`src/rtl/uart_echo_debug.sv`:
```
// UART echo block for the debugger serial path.
// Receives 8N1 frames with 16x oversampling and sends each received byte
// back out unchanged. A one-entry holding register sits between the
// receiver and the transmitter. If a second byte arrives before the first
// has been handed to the transmitter, the newer byte wins.
//
// Ports:
//   clk    system clock, rising edge
//   reset  synchronous active-high reset
//   i_rx   serial input, idle high, sampled directly
//   tx     serial output, idle high, registered
//   state  debug code {tx_state[1:0], rx_state[1:0]}
module uart_echo_debug #(
  parameter int unsigned BAUD_DIV = 163,
  parameter int unsigned DBIT     = 8,
  parameter int unsigned SB_TICK  = 16
) (
  input  logic       clk,
  input  logic       reset,
  input  logic       i_rx,
  output logic       tx,
  output logic [3:0] state
);

  localparam int unsigned BaudW = (BAUD_DIV > 1) ? $clog2(BAUD_DIV) : 1;
  localparam int unsigned NW    = (DBIT > 1) ? $clog2(DBIT) : 1;
  localparam logic [3:0]  SbLast = 4'(SB_TICK - 1);
  localparam logic [NW-1:0] NLast = NW'(DBIT - 1);

  typedef enum logic [1:0] {StIdle, StStart, StData, StStop} uart_st_e;

  // Baud generator: one-cycle tick every BAUD_DIV clocks.
  logic [BaudW-1:0] baud_q;
  logic             tick;

  assign tick = (baud_q == BaudW'(BAUD_DIV - 1));

  always_ff @(posedge clk) begin
    if (reset)     baud_q <= '0;
    else if (tick) baud_q <= '0;
    else           baud_q <= baud_q + BaudW'(1);
  end

  // Receiver
  uart_st_e        rx_st_q, rx_st_d;
  logic [3:0]      rx_s_q, rx_s_d;
  logic [NW-1:0]   rx_n_q, rx_n_d;
  logic [DBIT-1:0] rx_b_q, rx_b_d;
  logic            rx_done;

  always_ff @(posedge clk) begin
    if (reset) begin
      rx_st_q <= StIdle;
      rx_s_q  <= '0;
      rx_n_q  <= '0;
      rx_b_q  <= '0;
    end else begin
      rx_st_q <= rx_st_d;
      rx_s_q  <= rx_s_d;
      rx_n_q  <= rx_n_d;
      rx_b_q  <= rx_b_d;
    end
  end

  always_comb begin
    rx_st_d = rx_st_q;
    rx_s_d  = rx_s_q;
    rx_n_d  = rx_n_q;
    rx_b_d  = rx_b_q;
    unique case (rx_st_q)
      StIdle: begin
        // Start detection does not wait for a tick.
        if (!i_rx) begin
          rx_st_d = StStart;
          rx_s_d  = '0;
        end
      end
      StStart: begin
        // Eight ticks lands on the middle of the start bit.
        if (tick) begin
          if (rx_s_q == 4'd7) begin
            rx_st_d = StData;
            rx_s_d  = '0;
            rx_n_d  = '0;
          end else begin
            rx_s_d = rx_s_q + 4'd1;
          end
        end
      end
      StData: begin
        if (tick) begin
          if (rx_s_q == 4'd15) begin
            rx_s_d = '0;
            rx_b_d = {i_rx, rx_b_q[DBIT-1:1]};
            if (rx_n_q == NLast) rx_st_d = StStop;
            else                 rx_n_d  = rx_n_q + NW'(1);
          end else begin
            rx_s_d = rx_s_q + 4'd1;
          end
        end
      end
      StStop: begin
        // Stop-bit level is ignored; the byte is delivered regardless.
        if (tick) begin
          if (rx_s_q == SbLast) rx_st_d = StIdle;
          else                  rx_s_d  = rx_s_q + 4'd1;
        end
      end
      default: rx_st_d = StIdle;
    endcase
  end

  always_comb begin
    rx_done = (rx_st_q == StStop) && tick && (rx_s_q == SbLast);
  end

  // Echo glue: one-entry holding register.
  logic [DBIT-1:0] hold_q;
  logic            pending_q;
  logic            tx_start;
  uart_st_e        tx_st_q, tx_st_d;

  assign tx_start = pending_q && (tx_st_q == StIdle);

  // A byte captured in the same cycle the previous one is handed off stays pending.
  always_ff @(posedge clk) begin
    if (reset) begin
      hold_q    <= '0;
      pending_q <= 1'b0;
    end else if (rx_done) begin
      hold_q    <= rx_b_q;
      pending_q <= 1'b1;
    end else if (tx_start) begin
      pending_q <= 1'b0;
    end
  end

  // Transmitter
  logic [3:0]      tx_s_q, tx_s_d;
  logic [NW-1:0]   tx_n_q, tx_n_d;
  logic [DBIT-1:0] tx_b_q, tx_b_d;
  logic            tx_q, tx_d;

  always_ff @(posedge clk) begin
    if (reset) begin
      tx_st_q <= StIdle;
      tx_s_q  <= '0;
      tx_n_q  <= '0;
      tx_b_q  <= '0;
      tx_q    <= 1'b1;
    end else begin
      tx_st_q <= tx_st_d;
      tx_s_q  <= tx_s_d;
      tx_n_q  <= tx_n_d;
      tx_b_q  <= tx_b_d;
      tx_q    <= tx_d;
    end
  end

  always_comb begin
    tx_st_d = tx_st_q;
    tx_s_d  = tx_s_q;
    tx_n_d  = tx_n_q;
    tx_b_d  = tx_b_q;
    tx_d    = tx_q;
    unique case (tx_st_q)
      StIdle: begin
        tx_d = 1'b1;
        if (tx_start) begin
          tx_b_d  = hold_q;
          tx_s_d  = '0;
          tx_d    = 1'b0;
          tx_st_d = StStart;
        end
      end
      StStart: begin
        if (tick) begin
          if (tx_s_q == 4'd15) begin
            tx_st_d = StData;
            tx_s_d  = '0;
            tx_n_d  = '0;
            tx_d    = tx_b_q[0];
          end else begin
            tx_s_d = tx_s_q + 4'd1;
          end
        end
      end
      StData: begin
        if (tick) begin
          if (tx_s_q == 4'd15) begin
            tx_s_d = '0;
            tx_b_d = tx_b_q >> 1;
            if (tx_n_q == NLast) begin
              tx_st_d = StStop;
              tx_d    = 1'b1;
            end else begin
              tx_n_d = tx_n_q + NW'(1);
              tx_d   = tx_b_d[0];
            end
          end else begin
            tx_s_d = tx_s_q + 4'd1;
          end
        end
      end
      StStop: begin
        if (tick) begin
          if (tx_s_q == SbLast) tx_st_d = StIdle;
          else                  tx_s_d  = tx_s_q + 4'd1;
        end
      end
      default: tx_st_d = StIdle;
    endcase
  end

  always_comb begin
    tx    = tx_q;
    state = {tx_st_q, rx_st_q};
  end

endmodule

```
`config.mk`:
```
export PLATFORM = sky130hd
export DESIGN_NAME = uart_echo_debug
export DESIGN_NICKNAME = d
export VERILOG_FILES = /design/src/rtl/uart_echo_debug.sv
export SDC_FILE = /design/constraint.sdc
export NUM_CORES = 1
export LEC_CHECK = 0
export BUFFER_PORTS_ARGS = -buffer_cell sky130_fd_sc_hd__buf_2
export CAP_MARGIN = 10
export CORE_AREA = 4 4 74 76
export DETAILED_ROUTE_END_ITERATION = 7
export DIE_AREA = 0 0 78 80
export GPL_TIMING_DRIVEN = 0
export MAX_ROUTING_LAYER = met4
export PLACE_DENSITY = 0.69
export SLEW_MARGIN = 0
export SYNTH_ARGS = -nofsm -noshare
export SYNTH_HDL_FRONTEND = slang
export SYNTH_SLANG_ARGS = --single-unit
```
`constraint.sdc`:
```
create_clock -name clk -period 4.44 [get_ports clk]
set_input_delay 0.222 -clock clk [delete_from_list [all_inputs] [get_ports clk]]
set_output_delay 0.222 -clock clk [all_outputs]
set_load 0.005 [all_outputs]
```
==> impl_results.md <==
- Peak Freq: 419 MHz
- CTS Buffer Depth: 2
- Element type at the critical path start: flip-flop
- PortBufs: 7
- Run status: complete, no violations
- Global-route wire length before repair: 9.27 mm
- Vias per std cell: 5.79
- Relative slew margins: 0.468
- Pins Over Slew Limit: 0
- Synth warn: 0
- Async S/R FF share, synth: 0
- Ant. Diodes: 0
- Setup Buffers After CTS: 0
- Max-cap violations: 0
- FF-to-FF setup slack: 2050 ps
- Post-Layout Cell Count: 374
- Main synth FF type: dfxtp_1
- Crit-path cells: inv_1 -> ha_1 -> clkbuf_1 -> nor3_1 -> a21oi_1 -> nor4_1 -> o221a_2
- Worst EP required: 4700 ps
- Clk sinks: 52
- #FFs+latches synth: 52
- CP Max Fanout: 9
- Post-Syn Instances: 292
- Tightest Pin Transition: 778 ps
- Setup TNS Final: 0 ps
- CTS H-tree lvls: 2
- WL final: 5.36 mm
- Syn-to-layout area delta: 7.96%
- Cell variety after synth: 55
- Most common cell after layout, fill and taps aside: dfxtp_1
- Site Rows: 25
- Max stage delay on crit path: 540 ps
- Largest net degree at the start of global routing: 19
- Drt first-iter violations: 141
- Die Area: 6240 sq um
- Via count: 2165
- Core area: 4720 sq um
- Reg2Reg Depth: 7
- IO Pins: 8
- Die Span X: 78 um
- Critical path's slowest cell: nor4_1
- Post-synth EDFFs: 0
- Critical path's top delay family: simple AND/OR/NAND/NOR gates
- Worst-Skew Late Latency: 310 ps
- RSZ-0062 raised after global routing: false
- Hold Path Origin: i_rx
- RR Startpoint: rx_st_q[0]$_SDFFE_PP0P_
- Final hold vios: 0
- CP Buf/Inv Count: 2
- Clock transition at path regs: 100 ps
- Critical path endpoint category: flip-flop
- Hold_buf cts: 0
- Most frequent cells in the layout: dfxtp_1, nor2_1, mux2i_1
- Fillers: 408
- GP Congestion: 0.854
- DRC viols: 0
- Dpl cells: 366
- Hold Path Cell Cnt: 3
- Peak VDD IR: 0.274 mV
- Die Y: 80 um
- Crit path kind: flip-flop to flip-flop
- Starting density of the core: 0.569
- Seq/Total Area, Yosys: 0.387
- CTS tree: built
- Synth Area per Inst: 9.21 sq um
- Max Clock Skew: 6.48 ps
- Post-DP HPWL: 3.89 mm
- Initial antenna violation count: 0
- Layout cells sized above 1: 0.0814
- P per Cell Area: 383 nW/um^2
- Final Critical Period: 2390 ps
- Vias in the first global route: 2014
- Final Cycle Share: 0.537
- Hold Path Sink: rx_b_q[7]$_SDFFE_PP0P_
- Pleak: 1.11 nW
- Cts repair resizes: 0
- Placement-stage cell area: 2810 sq um
- ANT nets after route: 0
- CP arrival: 2640 ps
- Setup Viol. Count Final: 0
- Power, Total: 0.00111 W
- Layout net count: 326
- Register area: 1040 sq um
- Final Cell Area: 2900 sq um
- Mapped Area: 2690 sq um
- GRT overflow: 0
- Pre-antenna DRT Iters: 4
- Post-DR wirelength/cell: 14.3 um
- CTS Buf Count: 5
- Reg2Reg Capture Point: rx_st_q[0]$_SDFFE_PP0P_
- Worst min path class: input pin to flip-flop
- Area occupied by multi-input gates: 1560 sq um
- Root Buffer: clkbuf_8
- Tot GR Track Use: 0.189
- Post-Syn Nets: 312
-- synth_stat cells, types with 3 or more instances --
master,n,area (sq um)
mux2i_1,30,300
nand2_1,17,63.8
nand3_1,11,55.1
nand2b_1,3,18.8
nor3_1,8,40.0
xnor2_1,3,26.3
a211oi_1,3,22.5
a311oi_1,7,61.3
o21ai_0,6,30.0
dfxtp_1,52,1040
nand4_1,5,31.3
nor4_1,3,18.8
inv_1,9,33.8
clkbuf_1,10,37.5
a21oi_1,19,95.1
nor2_1,36,135
ha_1,17,213
-- power by group --
part	internal (W)	leakage, nW	switching, W
Sequential	0.000496	0.420	0.0000226
Clock	0.000115	0.0487	0.000168
Combinational	0.000121	0.641	0.000191
-- cell families (layout without fill, tap and decap cells) --
| logic type | after synthesis | count (layout) | share of synthesized area |
|---|---|---|---|
| multiplexers | 30 | 30 | 0.112 |
| flip-flops | 52 | 52 | 0.387 |
| adder cells (fa/ha/maj) | 17 | 17 | 0.0791 |
| AND/OR/NAND/NOR | 104 | 104 | 0.204 |
| buffers and inverters | 22 | 37 | 0.0340 |
| XOR/XNOR | 5 | 5 | 0.0163 |
| AO/OA/AOI/OAI | 62 | 62 | 0.168 |
-- stage by stage --
stage | setup WS [ps] | hold WS [ps] | utilization
6_report | 2050 | 161 | 0.615
5_1_grt | 1840 | 185 | 0.615
4_1_cts | 2080 | 159 | 0.615
3_5_place_dp | 2100 | 452 | 0.594
3_3_place_gp | 2130 | 449 | 0.594
2_1_floorplan | 2450 | 369 | -
-- sequential cells by signal (all words and copies together), names as in the netlist --
| signal | count |
|---|---|
| tx_s_q | 4 |
| rx_n_q | 3 |
| tx_b_q | 8 |
| rx_s_q | 4 |
| tx_st_q | 2 |
| tx | 1 |
| rx_b_q | 8 |
| tx_n_q | 3 |
| baud_q | 8 |
| pending_q | 1 |
| hold_q | 8 |
| rx_st_q | 2 |
-- area by class of cell --
type,count,share of cell area
sequential,52,0.359
inverter,9,0.0116
multi-input combinational,218,0.536
clock buffer,5,0.0237
tap,67,0.0289
buffer,13,0.0198
clock inverter,3,0.00905
timing repair buffer,7,0.0121
-- worst min-delay path, stage by stage --
cell and delay [ps]:
buf_2 90, mux2i_1 60, nor2_1 70
-- metal layers --
| layer | up-vias | GRT usage | part of all wire | wire, um |
|---|---|---|---|---|
| li1 | 1109 | - | - | - |
| met1 | 1002 | 0.244 | 0.49 | 2650 |
| met2 | 42 | 0.294 | 0.45 | 2420 |
| met3 | 12 | 0.0305 | 0.032 | 170 |
| met4 | 0 | 0.0839 | 0.021 | 114 |
| met5 | - | - | 0 | 0 |
-- worst max path at each step --
stage | start | to | slack [ps] | cells past startpoint
after floorplan | rx_st_q[0]$_SDFFE_PP0P_ | rx_st_q[0]$_SDFFE_PP0P_ | 2450 | 7
after global placement | rx_st_q[0]$_SDFFE_PP0P_ | rx_st_q[0]$_SDFFE_PP0P_ | 2130 | 7
after detailed placement | rx_st_q[0]$_SDFFE_PP0P_ | rx_st_q[0]$_SDFFE_PP0P_ | 2100 | 7
after CTS | rx_st_q[0]$_SDFFE_PP0P_ | rx_st_q[0]$_SDFFE_PP0P_ | 2080 | 7
after global routing | rx_st_q[0]$_SDFFE_PP0P_ | rx_st_q[1]$_SDFFE_PP0P_ | 1840 | 7
final | rx_st_q[0]$_SDFFE_PP0P_ | rx_st_q[0]$_SDFFE_PP0P_ | 2050 | 7
Power figures use the tool's default switching activity.
